$ cat src/rtl/pipe_hazard_ctrl_pkg.sv
`default_nettype none
// ============================================================================
//  Module   : pipe_ctrl_pkg
//  Brief    : Shared types and constants for the WiscSP13 pipeline
//             stall/flush controller: state encoding, register address
//             width, default timing parameters and the control bundle.
//  Revision : 1.0  initial release
// ============================================================================
package pipe_ctrl_pkg;

    localparam int c_REG_ADDR_W       = 3;
    localparam int c_DEF_DRAIN_CYCLES = 2;
    localparam int c_DEF_MAX_WAIT     = 15;
    localparam int c_DEF_CNT_W        = 16;

    // Controller state encoding (fixed, visible in waveforms and debug)
    typedef enum logic [1:0] {
        RUN      = 2'd0,
        MEM_WAIT = 2'd1,
        DRAIN    = 2'd2,
        HALTED   = 2'd3
    } state_e;

    // One bundle of pipeline register controls, MSB first as listed
    typedef struct packed {
        logic pc_en;
        logic if_id_en;
        logic id_ex_en;
        logic ex_mem_en;
        logic mem_wb_en;
        logic if_id_flush;
        logic id_ex_flush;
        logic ex_mem_flush;
    } ctrl_t;

    // Everything frozen: no bank loads, no bubbles
    localparam ctrl_t c_CTRL_FREEZE   = 8'b00000_000;
    // Normal advance
    localparam ctrl_t c_CTRL_RUN      = 8'b11111_000;
    // Squash the three younger stages, PC loads the redirect target
    localparam ctrl_t c_CTRL_REDIRECT = 8'b11111_111;
    // Hold PC and IF/ID, drop one bubble into ID/EX; a bubble is a load
    // so the ID/EX bank stays enabled
    localparam ctrl_t c_CTRL_LOAD_USE = 8'b00111_010;
    // Halt drain: PC frozen, younger stages filled with bubbles, older
    // stages keep retiring
    localparam ctrl_t c_CTRL_DRAIN    = 8'b01111_111;

endpackage
`default_nettype wire

$ cat src/rtl/pipe_hazard_ctrl_if.sv
`default_nettype none
// ============================================================================
//  Module   : pipe_hazard_ctrl_if
//  Brief    : Hazard information from the pipeline stages and the stall /
//             flush controls returned to them. The pipeline side is the
//             master, the controller is the slave.
//  Revision : 1.0  initial release
// ============================================================================
interface pipe_hazard_ctrl_if;
    import pipe_ctrl_pkg::*;

    logic [c_REG_ADDR_W-1:0] ID_rs_addr;
    logic [c_REG_ADDR_W-1:0] ID_rt_addr;
    logic                    ID_rs_used;
    logic                    ID_rt_used;
    logic [c_REG_ADDR_W-1:0] EX_rd_addr;
    logic                    EX_reg_write;
    logic                    EX_mem_read;
    logic                    MEM_redirect;
    logic                    MEM_halt;
    logic                    dmem_busy;

    logic                    pc_en;
    logic                    if_id_en;
    logic                    id_ex_en;
    logic                    ex_mem_en;
    logic                    mem_wb_en;
    logic                    if_id_flush;
    logic                    id_ex_flush;
    logic                    ex_mem_flush;
    logic                    halted;
    logic                    err;

    modport master (
        output ID_rs_addr, ID_rt_addr, ID_rs_used, ID_rt_used,
        output EX_rd_addr, EX_reg_write, EX_mem_read,
        output MEM_redirect, MEM_halt, dmem_busy,
        input  pc_en, if_id_en, id_ex_en, ex_mem_en, mem_wb_en,
        input  if_id_flush, id_ex_flush, ex_mem_flush, halted, err
    );

    modport slave (
        input  ID_rs_addr, ID_rt_addr, ID_rs_used, ID_rt_used,
        input  EX_rd_addr, EX_reg_write, EX_mem_read,
        input  MEM_redirect, MEM_halt, dmem_busy,
        output pc_en, if_id_en, id_ex_en, ex_mem_en, mem_wb_en,
        output if_id_flush, id_ex_flush, ex_mem_flush, halted, err
    );

endinterface
`default_nettype wire

$ cat src/rtl/pipe_hazard_ctrl_load_use_det.sv
`default_nettype none
// ============================================================================
//  Module   : pipe_load_use_det
//  Brief    : Purely combinational load-use compare between the source
//             registers of the ID instruction and the destination of a
//             load in EX. R0 is an ordinary register and is compared.
//  Revision : 1.0  initial release
// ============================================================================
module pipe_load_use_det
    import pipe_ctrl_pkg::*;
(
    input  wire logic [c_REG_ADDR_W-1:0] i_rs_addr,
    input  wire logic [c_REG_ADDR_W-1:0] i_rt_addr,
    input  wire logic                    i_rs_used,
    input  wire logic                    i_rt_used,
    input  wire logic [c_REG_ADDR_W-1:0] i_ex_rd_addr,
    input  wire logic                    i_ex_reg_write,
    input  wire logic                    i_ex_mem_read,
    output      logic                    o_load_use
);

    logic w_rs_hit;
    logic w_rt_hit;

    // A source only conflicts when the ID instruction actually reads it
    always_comb begin
        w_rs_hit   = i_rs_used && (i_rs_addr == i_ex_rd_addr);
        w_rt_hit   = i_rt_used && (i_rt_addr == i_ex_rd_addr);
        o_load_use = i_ex_mem_read && i_ex_reg_write && (w_rs_hit || w_rt_hit);
    end

endmodule
`default_nettype wire

$ cat src/rtl/pipe_hazard_ctrl.sv
`default_nettype none
// ============================================================================
//  Module   : pipe_hazard_ctrl
//  Brief    : Central stall/flush controller for the 5-stage WiscSP13 core.
//             Priority: data-memory wait, halt drain, MEM redirect,
//             load-use. Timed-out memory waits set a sticky error and
//             freeze the core.
//  Options  : PIPE_HAZARD_STALL_CNT_EN adds a saturating stall_cnt output
//             counting PC-frozen cycles in RUN / MEM_WAIT.
//  Revision : 1.0  initial release
// ============================================================================
module pipe_hazard_ctrl
    import pipe_ctrl_pkg::*;
#(
    parameter int DRAIN_CYCLES = c_DEF_DRAIN_CYCLES,
    parameter int MAX_WAIT     = c_DEF_MAX_WAIT
`ifdef PIPE_HAZARD_STALL_CNT_EN
    ,
    parameter int CNT_W        = c_DEF_CNT_W
`endif
)(
    input  wire logic               clk,
    input  wire logic               rst,
    pipe_hazard_ctrl_if.slave       bus
`ifdef PIPE_HAZARD_STALL_CNT_EN
    ,
    output      logic [CNT_W-1:0]   stall_cnt
`endif
);

    localparam logic [7:0] c_WAIT_LAST  = 8'(MAX_WAIT);
    localparam logic [7:0] c_DRAIN_LAST = 8'(DRAIN_CYCLES);

    state_e     r_state_q;
    state_e     w_state_d;
    logic [7:0] r_wait_cnt_q;
    logic [7:0] w_wait_cnt_d;
    logic [7:0] r_drain_cnt_q;
    logic [7:0] w_drain_cnt_d;
    logic       r_halted_q;
    logic       w_halted_d;
    logic       r_err_q;
    logic       w_err_d;
    ctrl_t      w_ctrl;
    logic       w_load_use;

    pipe_load_use_det u_load_use_det (
        .i_rs_addr      (bus.ID_rs_addr),
        .i_rt_addr      (bus.ID_rt_addr),
        .i_rs_used      (bus.ID_rs_used),
        .i_rt_used      (bus.ID_rt_used),
        .i_ex_rd_addr   (bus.EX_rd_addr),
        .i_ex_reg_write (bus.EX_reg_write),
        .i_ex_mem_read  (bus.EX_mem_read),
        .o_load_use     (w_load_use)
    );

    // Next-state, counter and control decode; defaults freeze everything
    always_comb begin
        w_state_d     = r_state_q;
        w_wait_cnt_d  = r_wait_cnt_q;
        w_drain_cnt_d = r_drain_cnt_q;
        w_err_d       = r_err_q;
        w_ctrl        = c_CTRL_FREEZE;

        case (r_state_q)
            RUN: begin
                if (bus.dmem_busy) begin
                    w_state_d    = MEM_WAIT;
                    w_wait_cnt_d = 8'd1;
                end else if (bus.MEM_halt) begin
                    w_ctrl        = c_CTRL_DRAIN;
                    w_state_d     = DRAIN;
                    w_drain_cnt_d = 8'd1;
                end else if (bus.MEM_redirect) begin
                    // The squash already removes the dependent instruction,
                    // so a coincident load-use needs no stall
                    w_ctrl = c_CTRL_REDIRECT;
                end else if (w_load_use) begin
                    w_ctrl = c_CTRL_LOAD_USE;
                end else begin
                    w_ctrl = c_CTRL_RUN;
                end
            end

            MEM_WAIT: begin
                // The completion cycle is still frozen; RUN resumes next
                if (!bus.dmem_busy) begin
                    w_state_d    = RUN;
                    w_wait_cnt_d = 8'd0;
                end else if (r_wait_cnt_q == c_WAIT_LAST) begin
                    w_err_d   = 1'b1;
                    w_state_d = HALTED;
                end else begin
                    w_wait_cnt_d = r_wait_cnt_q + 8'd1;
                end
            end

            DRAIN: begin
                // A busy memory freezes the drain in place (no bubbles
                // either) and the cycle does not count toward the drain
                if (!bus.dmem_busy) begin
                    w_ctrl = c_CTRL_DRAIN;
                    if (r_drain_cnt_q >= c_DRAIN_LAST) begin
                        w_state_d = HALTED;
                    end else begin
                        w_drain_cnt_d = r_drain_cnt_q + 8'd1;
                    end
                end
            end

            HALTED: begin
                w_ctrl = c_CTRL_FREEZE;
            end

            default: begin
                w_state_d = RUN;
            end
        endcase

        w_halted_d = (w_state_d == HALTED);
    end

    // Controller state registers, asynchronously cleared
    always_ff @(posedge clk or negedge rst) begin
        if (!rst) begin
            r_state_q     <= RUN;
            r_wait_cnt_q  <= 8'd0;
            r_drain_cnt_q <= 8'd0;
            r_halted_q    <= 1'b0;
            r_err_q       <= 1'b0;
        end else begin
            r_state_q     <= w_state_d;
            r_wait_cnt_q  <= w_wait_cnt_d;
            r_drain_cnt_q <= w_drain_cnt_d;
            r_halted_q    <= w_halted_d;
            r_err_q       <= w_err_d;
        end
    end

    // Controls are forced inactive for as long as reset is held
    assign bus.pc_en        = rst & w_ctrl.pc_en;
    assign bus.if_id_en     = rst & w_ctrl.if_id_en;
    assign bus.id_ex_en     = rst & w_ctrl.id_ex_en;
    assign bus.ex_mem_en    = rst & w_ctrl.ex_mem_en;
    assign bus.mem_wb_en    = rst & w_ctrl.mem_wb_en;
    assign bus.if_id_flush  = rst & w_ctrl.if_id_flush;
    assign bus.id_ex_flush  = rst & w_ctrl.id_ex_flush;
    assign bus.ex_mem_flush = rst & w_ctrl.ex_mem_flush;
    assign bus.halted       = r_halted_q;
    assign bus.err          = r_err_q;

`ifdef PIPE_HAZARD_STALL_CNT_EN
    logic [CNT_W-1:0] r_stall_cnt_q;
    logic [CNT_W-1:0] w_stall_cnt_d;

    // Count PC-frozen cycles due to hazards and memory waits, saturating
    always_comb begin
        w_stall_cnt_d = r_stall_cnt_q;
        if (((r_state_q == RUN) || (r_state_q == MEM_WAIT)) &&
            !w_ctrl.pc_en && !(&r_stall_cnt_q)) begin
            w_stall_cnt_d = r_stall_cnt_q + CNT_W'(1);
        end
    end

    // Stall counter register
    always_ff @(posedge clk or negedge rst) begin
        if (!rst) begin
            r_stall_cnt_q <= '0;
        end else begin
            r_stall_cnt_q <= w_stall_cnt_d;
        end
    end

    assign stall_cnt = r_stall_cnt_q;
`endif

endmodule
`default_nettype wire

$ cat src/flat_wrapper.sv
// flat-port wrapper written by rule: the top's interface ports become plain ports
module pipe_hazard_ctrl_flat import pipe_ctrl_pkg::*;
#(
    parameter int DRAIN_CYCLES = c_DEF_DRAIN_CYCLES,
    parameter int MAX_WAIT     = c_DEF_MAX_WAIT

)
  (clk, rst, bus_ID_rs_addr, bus_ID_rt_addr, bus_ID_rs_used, bus_ID_rt_used, bus_EX_rd_addr, bus_EX_reg_write, bus_EX_mem_read, bus_MEM_redirect, bus_MEM_halt, bus_dmem_busy, bus_pc_en, bus_if_id_en, bus_id_ex_en, bus_ex_mem_en, bus_mem_wb_en, bus_if_id_flush, bus_id_ex_flush, bus_ex_mem_flush, bus_halted, bus_err);
  pipe_hazard_ctrl_if bus_i ();
  input  wire logic clk;
  input  wire logic rst;
  input wire logic [$bits(bus_i.ID_rs_addr)-1:0] bus_ID_rs_addr;
  input wire logic [$bits(bus_i.ID_rt_addr)-1:0] bus_ID_rt_addr;
  input wire logic [$bits(bus_i.ID_rs_used)-1:0] bus_ID_rs_used;
  input wire logic [$bits(bus_i.ID_rt_used)-1:0] bus_ID_rt_used;
  input wire logic [$bits(bus_i.EX_rd_addr)-1:0] bus_EX_rd_addr;
  input wire logic [$bits(bus_i.EX_reg_write)-1:0] bus_EX_reg_write;
  input wire logic [$bits(bus_i.EX_mem_read)-1:0] bus_EX_mem_read;
  input wire logic [$bits(bus_i.MEM_redirect)-1:0] bus_MEM_redirect;
  input wire logic [$bits(bus_i.MEM_halt)-1:0] bus_MEM_halt;
  input wire logic [$bits(bus_i.dmem_busy)-1:0] bus_dmem_busy;
  output wire logic [$bits(bus_i.pc_en)-1:0] bus_pc_en;
  output wire logic [$bits(bus_i.if_id_en)-1:0] bus_if_id_en;
  output wire logic [$bits(bus_i.id_ex_en)-1:0] bus_id_ex_en;
  output wire logic [$bits(bus_i.ex_mem_en)-1:0] bus_ex_mem_en;
  output wire logic [$bits(bus_i.mem_wb_en)-1:0] bus_mem_wb_en;
  output wire logic [$bits(bus_i.if_id_flush)-1:0] bus_if_id_flush;
  output wire logic [$bits(bus_i.id_ex_flush)-1:0] bus_id_ex_flush;
  output wire logic [$bits(bus_i.ex_mem_flush)-1:0] bus_ex_mem_flush;
  output wire logic [$bits(bus_i.halted)-1:0] bus_halted;
  output wire logic [$bits(bus_i.err)-1:0] bus_err;
  assign bus_i.ID_rs_addr = bus_ID_rs_addr;
  assign bus_i.ID_rt_addr = bus_ID_rt_addr;
  assign bus_i.ID_rs_used = bus_ID_rs_used;
  assign bus_i.ID_rt_used = bus_ID_rt_used;
  assign bus_i.EX_rd_addr = bus_EX_rd_addr;
  assign bus_i.EX_reg_write = bus_EX_reg_write;
  assign bus_i.EX_mem_read = bus_EX_mem_read;
  assign bus_i.MEM_redirect = bus_MEM_redirect;
  assign bus_i.MEM_halt = bus_MEM_halt;
  assign bus_i.dmem_busy = bus_dmem_busy;
  assign bus_pc_en = bus_i.pc_en;
  assign bus_if_id_en = bus_i.if_id_en;
  assign bus_id_ex_en = bus_i.id_ex_en;
  assign bus_ex_mem_en = bus_i.ex_mem_en;
  assign bus_mem_wb_en = bus_i.mem_wb_en;
  assign bus_if_id_flush = bus_i.if_id_flush;
  assign bus_id_ex_flush = bus_i.id_ex_flush;
  assign bus_ex_mem_flush = bus_i.ex_mem_flush;
  assign bus_halted = bus_i.halted;
  assign bus_err = bus_i.err;
  pipe_hazard_ctrl #(.DRAIN_CYCLES(DRAIN_CYCLES), .MAX_WAIT(MAX_WAIT)) u_core (.clk(clk), .rst(rst), .bus(bus_i));
endmodule
$ cat config.mk
export PLATFORM = sky130hd
export DESIGN_NAME = pipe_hazard_ctrl_flat
export DESIGN_NICKNAME = d
export VERILOG_FILES = /design/src/rtl/pipe_hazard_ctrl_pkg.sv /design/src/rtl/pipe_hazard_ctrl_if.sv /design/src/rtl/pipe_hazard_ctrl_load_use_det.sv /design/src/rtl/pipe_hazard_ctrl.sv /design/src/flat_wrapper.sv
export SDC_FILE = /design/constraint.sdc
export NUM_CORES = 1
export LEC_CHECK = 0
export CORE_ASPECT_RATIO = 1.1
export CORE_MARGIN = 5
export CORE_UTILIZATION = 40
export CTS_CLUSTER_DIAMETER = 60
export DETAILED_ROUTE_END_ITERATION = 12
export PLACE_DENSITY = 0.7
export RECOVER_POWER = 25
export SLEW_MARGIN = 20
export SYNTH_ARGS = -nofsm -noshare
export SYNTH_HDL_FRONTEND = slang
export SYNTH_SLANG_ARGS = --single-unit
$ cat constraint.sdc
create_clock -name clk -period 2.39 [get_ports clk]
set_input_delay 0.5975 -clock clk [delete_from_list [all_inputs] [get_ports clk]]
set_output_delay 0.5975 -clock clk [all_outputs]
set_load 0.01 [all_outputs]
==> summary.md, run 1 <==
| Metric | Value |
|---|---|
| Reg2reg path depth | `5` |
| # Max-Cap Violations | `0` |
| Vias post-DR | `984` |
| Worst hold path type | `register to register` |
| Synth top area share | `42.8%` |
| Chip width | `~62 um` |
| Post-CTS Hold Buffers | `0` |
| Syn avg cell area | `between 9 and 10 sq um` |
| GRT met1 Usage | `16.8%` |
| Mapped Nets | `145` |
| Hold Crit Start | `u_core.bus.err$_DFFE_PN0P_` |
| Slew @ Worst Pin | `1100 ps` |
| Maximum clock rate | `0.426 GHz` |
| Met2 Use GR | `26.4%` |
| Cell with the most instances after synthesis | `dfrtp_1` |
| CP Capture Type | `primary output` |
| Reg-to-reg endpoint | `u_core.bus.halted$_DFF_PN0_` |
| Nets | `175` |
| Pwr Density | `754 mW/mm^2` |
| Clock skew | `1.37 ps` |
| CP max FO | `3` |
| Yosys warns | `0` |
| Hold Worst Slack | `approximately 500 ps` |
| Total wire length | `around 2700 um` |
| Worst-path clk slew | `approximately 110 ps` |
| Cells on Worst Hold Path | `1` |
| Starting Density | `42.1%` |
| Buf/Inv on CP | `2` |
| Vias in the first global route | `980` |
| Buffers on Ports | `27` |
| Worst EP required | `1790 ps` |
| Worst skew pair latency | `300 ps` |
| DR vias/cell | `5.29` |
| Worst r2r src | `u_core.r_drain_cnt_q[0]$_DFFE_PN0P_` |
| Sequential cell area fraction in the yosys report | `a little over two fifths` |
| Dpl hpwl | `slightly above 2000 um` |
| CP Launch Type | `primary input` |
| Wire per inst | `between 10 and 15 um` |
| Rel. slew slack | `27.0%` |
| Pre-Repair DR Iteration Count | `4` |
| Initial drt markers | `30` |
| Ys flop type | `dfrtp_1` |
| Status | `finished, final reports clean` |
| Synth Register Bits | `20` |
| Final Wtd Congestion | `0.814` |
| R2r setup slk | `790 ps` |
| Site Rows | `20` |
| Count of final max-slew check failures | `0` |
| Residual DRC | `0` |
| M3 GR Usage | `3.49%` |
| FILL cells | `242` |
| Routed Antenna Nets | `0` |
| Pin count of the biggest net entering global routing | `21` |
| Max incr delay on CP | `approximately 420 ps` |
| Most used cell, CP | `nor2_4` |
| Hold Path Sink | `u_core.bus.err$_DFFE_PN0P_` |
| Dpl cell area | `0.00148 sq mm` |
| Die footprint | `roughly 0.004 sq mm` |
| Final Hold Viols | `0` |
| GRT Max-Usage Layer | `met2` |
| Synth area leader | `dfrtp_1` |
| Die height | `66.7 um` |
| Layout cell share with drive strength beyond 1 | `19.0%` |
| GR Util All Layers | `about 14%` |
| FFs w/ async S/R, synth | `100%` |
| First-pass GRT wire length | `4490 um` |
| Synth area leaders | `dfrtp_1 (43%), xnor2_1 (6.7%), nand2_1 (3.5%)` |
| CTS tree | `built` |
| Final setup viols | `0` |
| Setup Buffers After CTS | `0` |
| Synth Instances | `124` |
| Synth cell count leaders | `dfrtp_1 (20), nand2_1 (11), nor2_1 (11), xnor2_1 (9), a21oi_1 (7)` |
| Leakage | `0.683 nW` |
| Clk sinks | `20` |
| Final non-filler cell area | `0.00152 sq mm` |
| Total CTS buffers | `3` |
| Crit path DAT | `1750 ps` |
| Worst vdd ir | `between 600 and 700 uV` |
| Total gr overflow | `0` |
| Top-level I/O count | `28` |
| Setup repair after global routing missed its margin | `false` |
| Clk buf depth | `2` |
| Total core area | `0.00278 sq mm` |
| Initial antenna violation count | `0` |
| Synth unique cells | `36` |
| Final period util | `98.3%` |
| Count of flip-flops with a built-in enable after synthesis | `0` |
| Ant. Diodes | `0` |
| Setup Crit Path Kind | `primary input to primary output` |
| Slowest CP cell | `clkdlybuf4s50_1` |
| Clk root buf | `clkbuf_4` |
| Area grow syn2layout | `29.7%` |
| Crit path time final | `2350 ps` |
| Htree depth | `1` |
| Critical path cell sequence | `clkdlybuf4s50_1 -> or2_4 -> nor2_4 -> nor2_4 -> a21o_1 -> buf_2` |
| Mapped Area | `between 0.001 and 0.0015 sq mm` |
| Largest delay contributor family on the critical path | `buffers and inverters` |
power by group:
part	switching [mW]	total (mW)	internal (mW)
Sequential	0.0727	0.486	0.413
Clock	0.102	0.195	0.0929
Combinational	0.242	0.464	0.222
Total	0.417	1.14	0.728
how the worst max path moves through the flow:
stage / startpoint / endpoint / slack, ps / cells after the start
4_1_cts: bus_EX_rd_addr[1] / bus_if_id_en / 20 / 6
3_3_place_gp: bus_MEM_halt / bus_id_ex_flush / -360 / 6
5_1_grt: bus_MEM_halt / bus_id_ex_flush / 3 / 6
3_5_place_dp: bus_EX_rd_addr[0] / bus_if_id_en / -420 / 6
6_report: bus_MEM_halt / bus_id_ex_flush / 40 / 6
2_1_floorplan: bus_dmem_busy / bus_if_id_flush / 390 / 4
cell type report:
| class | count | area, sq um | area share [%] |
|---|---|---|---|
| multi-input cells | 90 | 631 | 41.5 |
| inverters | 6 | 22.5 | 1.48 |
| well taps | 33 | 41.3 | 2.72 |
| clock buffers | 4 | 36.3 | 2.39 |
| repair buffers | 33 | 287 | 18.9 |
| flip-flops and latches | 20 | 500 | 33.0 |
cell usage in the layout (no fill, tap or decap), types with 2 or more instances in the layout:
cell and instances:
dfrtp_1 20, clkdlybuf4s50_1 16, nand2_1 9, xnor2_1 9, nor2_1 8, a21oi_1 7
inv_1 5, o21ai_0 5, nor2b_1 5, buf_4 5, nand3_1 4, nor4_1 3
nor3_1 3, nand4_1 3, ha_1 3, clkbuf_4 3, buf_2 3, and3_1 2
a21o_1 2, nand2_2 2, nor2_4 2, o22ai_1 2, mux2i_1 2, a21oi_2 2
dlygate4sd2_1 2, clkdlybuf4s15_1 2, clkbuf_2 2
per-stage QoR:
stage	setup WS (ps)	power, mW	TNS, ps	cells	util (%)
global placement	-363	0.939	-2060	182	53.2
detailed placement	-416	0.955	-2250	182	53.2
floorplan	390	0.796	0	124	-
CTS	17.2	1.15	0	186	54.3
finish	40.4	1.14	0	186	54.6
global route	3.34	1.23	0	186	54.6
timing repair:
action                                  CTS  global route
gates resized for setup                  24            11
pin swaps                                 2             5
endpoints found under the setup margin    8             4
state kept, by name, indices dropped and copies added, names as in the netlist:
name and count:
u_core.r_state_q 2, u_core.bus.halted 1, u_core.bus.err 1, u_core.r_wait_cnt_q 8, u_core.r_drain_cnt_q 8
metal layers:
layer / vias up / part of all wire [%]
met1: 472 / 41
met2: 15 / 55
met3: 2 / 3.3
met4: 0 / 0.71
met5: - / 0
li1: 495 / -
worst reg2reg max path, cell delays in order (launching register included):
cell and delay, ps:
dfrtp_1 440, inv_1 60, ha_1 190, nor4_1 380
a21oi_1 170, a22o_1 260
cell families (layout without fill, tap and decap cells):
| group | count (synthesis) | count (layout) | share of synthesized area, % |
|---|---|---|---|
| AO/OA/AOI/OAI | 27 | 27 | 15.7 |
| XOR/XNOR | 9 | 9 | 6.74 |
| adder cells (fa/ha/maj) | 3 | 3 | 3.21 |
| buffers and inverters | 14 | 43 | 6.10 |
| flip-flops | 20 | 20 | 42.8 |
| multiplexers | 3 | 3 | 2.99 |
| AND/OR/NAND/NOR | 48 | 48 | 22.5 |
Note: power is estimated with default switching activity, not from simulation.
==> inputs of run 2 (changes only) <==
HOLD_SLACK_MARGIN = 0.08   (was default)
PLACE_DENSITY = 0.74   (was 0.7)
==> run 2 against run 1 <==
Maximum frequency rose by 1.1%. Register-to-register slack barely moved. Sequential cell count unchanged. First-iteration DRC count is 33% higher. Clock skew increased by 6.6 ps. Core utilization is 0.77 points lower. Sequential share of layout area increased by 0.47 points. Die area unchanged. Clock-buffer cell count shrank 1. Sequential power is 1% higher. Worst hold slack got worse by 5.6 ps. Highest routed layer unchanged.
==> summary.md, run 2 (same netlist as run 1, synthesis figures left out) <==
| Metric | Value |
|---|---|
| Status | `finished, final reports clean` |
| GR Util All Layers | `between 10% and 20%` |
| Pre-Repair DR Iteration Count | `4` |
| Site Rows | `20` |
| CP max FO | `5` |
| Met3 WL post-DR | `~70 um` |
| Starting Density | `between 40% and 50%` |
| Pin count of the biggest net entering global routing | `21` |
| Max Used Layer | `met4` |
| Final Wtd Congestion | `approximately 0.85` |
| Most used cell, CP | `nor2_2` |
| Total gr overflow | `0` |
| Worst hold path type | `register to register` |
| Layout cell share with drive strength beyond 1 | `15.9%` |
| Metal1 wirelength | `1180 um` |
| Top-level I/O count | `28` |
| Critical path cell sequence | `clkdlybuf4s50_1 -> nor2_2 -> nand2_2 -> nor2_2 -> dlygate4sd2_1` |
| CP Launch Type | `primary input` |
| Rel. slew slack | `28.1%` |
| Setup repair after global routing missed its margin | `false` |
| Crit path DAT | `1730 ps` |
| Maximum clock rate | `0.430 GHz` |
| Htree depth | `1` |
| Clock skew | `7.99 ps` |
| Initial antenna violation count | `0` |
| Reg2reg path depth | `5` |
| Chip width | `between 60 and 70 um` |
| # Max-Cap Violations | `0` |
| Pwr Total | `1.11 mW` |
| CTS tree | `built` |
| Initial drt markers | `40` |
| Count of final max-slew check failures | `0` |
| Largest delay contributor family on the critical path | `buffers and inverters` |
| Total core area | `0.00278 sq mm` |
| CP Depth | `5` |
| Clk sinks | `20` |
| Final setup viols | `0` |
| Worst EP required | `1790 ps` |
| Ant. Diodes | `0` |
| Area grow syn2layout | `27.9%` |
| Post-CTS Hold Buffers | `0` |
| Max incr delay on CP | `about 430 ps` |
| Routed Antenna Nets | `0` |
| Worst skew pair latency | `300 ps` |
| Nets | `174` |
| Cells on Worst Hold Path | `1` |
| Commonest non-fill, non-tap cell in the layout | `dfrtp_1` |
| Slowest CP cell | `clkdlybuf4s50_1` |
| Die height | `~67 um` |
| Commonest cells after routing, fill and taps aside | `dfrtp_1 (20), clkdlybuf4s50_1 (14), nand2_1 (9)` |
| Setup Crit Path Kind | `primary input to primary output` |
| Final period util | `just under 100%` |
| Residual DRC | `0` |
| Die footprint | `around 0.0041 sq mm` |
| Worst vdd ir | `around 470 uV` |
| Vias post-DR | `1002` |
| First-pass GRT wire length | `between 4000 and 5000 um` |
| Final non-filler cell area | `0.00150 sq mm` |
| Total CTS buffers | `3` |
| Met2 WL | `1380 um` |
| Final Hold Viols | `0` |
| Pwr Density | `744 mW/mm^2` |
| Buffers on Ports | `27` |
| Dpl cell area | `0.00147 sq mm` |
| R2r setup slk | `790 ps` |
| Wire per inst | `14.6 um` |
| CP Capture Type | `primary output` |
| Clk root buf | `clkbuf_4` |
| Vias in the first global route | `1022` |
| Leakage | `0.702 nW` |
| DR vias/cell | `5.45` |
| Slew @ Worst Pin | `between 1000 and 1500 ps` |
| Buf/Inv on CP | `2` |
| Crit path time final | `2320 ps` |
| Top flop regs | `u_core.r_drain_cnt_q: 8 flops, u_core.r_wait_cnt_q: 8 flops, u_core.r_state_q: 2 flops` |
| Setup Buffers After CTS | `0` |
| Worst-path clk slew | `110 ps` |
| Clk buf depth | `2` |
| Total wire length | `2680 um` |
run 2: cell types whose count changed in the layout (fill, tap and decap cells not counted), moves of 2 or more:
cell             previous run  this run
clkdlybuf4s15_1             2         0
dlygate4sd2_1               2         8
clkdlybuf4s50_1            16        14
clkbuf_2                    2         0
run 2: worst paths after layout:
| path | start | end |
|---|---|---|
| setup / recovery | bus_dmem_busy | bus_ex_mem_flush |
| hold / removal | u_core.bus.err$_DFFE_PN0P_ | u_core.bus.err$_DFFE_PN0P_ |
| setup reg to reg | u_core.r_wait_cnt_q[0]$_DFFE_PN0P_ | u_core.r_wait_cnt_q[0]$_DFFE_PN0P_ |
| hold reg to reg | u_core.bus.err$_DFFE_PN0P_ | u_core.bus.err$_DFFE_PN0P_ |
| max in group asynchronous | rst | u_core.r_wait_cnt_q[7]$_DFFE_PN0P_ |
| min in group asynchronous | rst | u_core.r_state_q[1]$_DFF_PN0_ |
run 2: per-layer routing:
layer | vias up | track usage (%)
li1 | 493 | -
met1 | 488 | 20.9
met2 | 16 | 24.5
met3 | 5 | 3.29
met4 | 0 | 6.10
met5 | - | 0
run 2: what timing repair did:
action / CTS / global route
resized for setup: 27 / 4
pin swaps: 1 / 4
setup endpoints to repair: 8 / 3
run 2: metrics by stage:
stage,instances,util (%),setup WS [ps],TNS (ps),hold slack (ps)
final,184,53.9,65.9,0,490
after global routing,184,53.9,4.38,0,534
after CTS,184,53.8,3.14,0,489
after detailed placement,181,52.9,-415,-2220,459
after global placement,181,52.9,-377,-1990,456
after floorplan,124,-,390,0,302
run 2: power breakdown:
part	switching, mW	internal (mW)
combinational	0.242	0.221
sequential	0.0773	0.413
clock	0.100	0.0589
run 2: final cells by class:
cell class | instances | area [sq um]
Sequential cell | 20 | 500
Tap cell | 33 | 41.3
Inverter | 6 | 22.5
Timing Repair Buffer | 32 | 284
Multi-Input combinational cell | 90 | 626
Clock buffer | 3 | 22.5
Fill cell | 251 | 1280
==> inputs of run 3 (changes only) <==
CORE_MARGIN = default   (was 5)
DONT_BUFFER_PORTS = 1   (was default)
GPL_TIMING_DRIVEN = 0   (was default)
PLACE_DENSITY = 0.61   (was 0.74)
==> run 3 against run 2 <==
Clock skew decreased by 3.1 ps. Worst hold slack lost 57 ps. Register-to-register slack worse by 70 ps. Via count fell by 12%. Critical path depth is 1 lower. Sequential share of layout area is 7.0 points higher. Highest routed layer unchanged. Critical endpoint is now bus_id_ex_flush. Sequential cell count unchanged.
==> summary.md, run 3 (same netlist as run 1, synthesis figures left out) <==
| Metric | Value |
|---|---|
| Status | `finished, final reports clean` |
| Clk root buf | `clkbuf_4` |
| Total core area | `between 0.002 and 0.003 sq mm` |
| CTS tree | `built` |
| First-pass GRT wire length | `between 3000 and 4000 um` |
| Nets | `151` |
| Slew @ Worst Pin | `881 ps` |
| Area grow syn2layout | `5.67%` |
| Layout cell share with drive strength beyond 1 | `11.7%` |
| GRT met1 Usage | `19.0%` |
| Commonest cells after routing, fill and taps aside | `dfrtp_1 (20), nand2_1 (11), nor2_1 (10)` |
| Largest delay contributor family on the critical path | `simple AND/OR/NAND/NOR gates` |
| Wire per inst | `about 14 um` |
| Maximum clock rate | `0.452 GHz` |
| Final period util | `92.5%` |
| Pre-Repair DR Iteration Count | `4` |
| Critical path origin | `u_core.r_state_q[0]$_DFF_PN0_` |
| Crit path DAT | `1610 ps` |
| Die footprint | `0.00315 sq mm` |
| Dpl hpwl | `1690 um` |
| Area of the multi-input gates | `591 sq um` |
| Routed Antenna Nets | `0` |
| Initial drt markers | `11` |
| Final setup viols | `0` |
| Total wire length | `between 2000 and 2500 um` |
| R2r setup slk | `around 720 ps` |
| Reg2reg path depth | `6` |
| Met2 Use GR | `29.6%` |
| Critical path cell sequence | `nor2_1 -> nand2_1 -> nor2_2 -> a21o_1` |
| FF+latch area | `roughly 500 sq um` |
| Clock skew | `around 4.9 ps` |
| Sw frac | `between 30 and 40%` |
| Seq pwr share | `48.4%` |
| Critical path capture point | `bus_id_ex_flush` |
| Setup Crit Path Kind | `register to primary output` |
| Commonest non-fill, non-tap cell in the layout | `dfrtp_1` |
| Worst skew pair latency | `290 ps` |
| # Max-Cap Violations | `0` |
| Worst r2r src | `u_core.r_wait_cnt_q[0]$_DFFE_PN0P_` |
| Buffers on Ports | `0` |
| CP Depth | `4` |
| Pin count of the biggest net entering global routing | `21` |
| FILL cells | `269` |
| Ant. Diodes | `0` |
| Starting Density | `42.1%` |
| Setup Buffers After CTS | `0` |
| Htree depth | `1` |
| CP max FO | `6` |
| Worst EP required | `roughly 1800 ps` |
| Clock share of power | `14.8%` |
| Clk buf depth | `2` |
| Reg-to-reg endpoint | `u_core.r_wait_cnt_q[0]$_DFFE_PN0P_` |
| Final core occ | `approximately 45%` |
| Setup repair after global routing missed its margin | `false` |
| Clk sinks | `20` |
| Buf/Inv on CP | `0` |
| GR Util All Layers | `17.0%` |
| Max incr delay on CP | `390 ps` |
| Residual DRC | `0` |
| Top-level I/O count | `28` |
| Setup TNS | `0 ps` |
| GRT Max-Usage Layer | `met2` |
| Worst hold path type | `primary input to register` |
| Initial antenna violation count | `0` |
| Worst-path clk slew | `100 ps` |
| M3 GR Usage | `4.91%` |
| Die height | `58.7 um` |
| Internal power | `639 uW` |
| Chip width | `53.6 um` |
| Vias post-DR | `879` |
| Combinational power share | `between 30% and 40%` |
| Rel. slew slack | `41.0%` |
| Count of final max-slew check failures | `0` |
| Total CTS buffers | `3` |
| CP Capture Type | `primary output` |
| Slowest CP cell | `dfrtp_1` |
| DR vias/cell | `5.46` |
| Total gr overflow | `0` |
| CP Launch Type | `register` |
| Top flop regs | `u_core.r_drain_cnt_q: 8 flops, u_core.r_wait_cnt_q: 8 flops, u_core.r_state_q: 2 flops` |
| Leakage | `0.553 nW` |
| Final Hold Viols | `0` |
| Site Rows | `20` |
| Net Sw Power | `around 380 uW` |
| Final Wtd Congestion | `roughly 0.77` |
| Vias in the first global route | `904` |
| Crit path time final | `~2200 ps` |
| Pwr Density | `827 mW/mm^2` |
| Worst vdd ir | `567 uV` |
[run 3: cell types whose count changed in the layout (fill, tap and decap cells not counted), moves of 2 or more]
cell,delta
buf_2,-3
clkbuf_1,+2
clkdlybuf4s50_1,-14
dlygate4sd2_1,-8
dlymetal6s2s_1,-2
nand2_1,+2
nand2_2,-2
nor2_1,+2
[run 3: how the worst min path moves through the flow]
stage / from / cells past startpoint / end
after detailed placement: rst / 0 / u_core.r_drain_cnt_q[1]$_DFFE_PN0P_
after CTS: bus_MEM_halt / 2 / u_core.r_state_q[1]$_DFF_PN0_
after floorplan: rst / 0 / u_core.bus.err$_DFFE_PN0P_
after global routing: bus_MEM_halt / 2 / u_core.r_state_q[1]$_DFF_PN0_
final: bus_MEM_halt / 2 / u_core.r_state_q[1]$_DFF_PN0_
after global placement: rst / 0 / u_core.r_drain_cnt_q[6]$_DFFE_PN0P_
[run 3: worst reg2reg max path, stage by stage (launching register included)]
cell and delay, ps:
dfrtp_1 430, ha_1 240, and3_1 180, clkbuf_1 170, and2_4 190, mux2_4 270, a21oi_2 130
[run 3: per-layer routing]
metal	share of wire, %	wire (um)
met1	44	991
met2	50	1140
met3	4.4	99
met4	1.5	34
met5	0	0
[run 3: layout make-up]
| class | count | area share, % |
|---|---|---|
| clock buffers | 3 | 1.82 |
| repair buffers | 1 | 0.810 |
| well taps | 33 | 3.34 |
| inverters | 6 | 1.82 |
| plain buffers | 8 | 3.95 |
| flip-flops and latches | 20 | 40.5 |
| multi-input cells | 90 | 47.8 |
[run 3: metrics by stage]
step	std cells	worst slack, ps	instance area [sq um]	power (mW)	hold slack (ps)
detailed placement	157	237	1210	0.876	302
global route	161	30.3	1240	1.11	437
CTS	161	102	1240	1.04	421
floorplan	124	390	1170	0.796	302
finish	161	179	1240	1.02	432
global placement	157	259	1210	0.859	302
[run 3: timing repair]
item	4_1_cts	5_1_grt
endpoints found under the setup margin	0	2
resized for setup	0	1
hold buffers	1	0
endpoints found under the hold margin	20	0
[run 3: power groups by stage]
stage | registers [mW] | logic (mW) | clock network (mW)
after floorplan | 0.486 | 0.311 | 0
after global placement | 0.498 | 0.361 | 0
after detailed placement | 0.503 | 0.373 | 0
after CTS | 0.496 | 0.382 | 0.162
after global routing | 0.510 | 0.428 | 0.175
final | 0.495 | 0.376 | 0.151
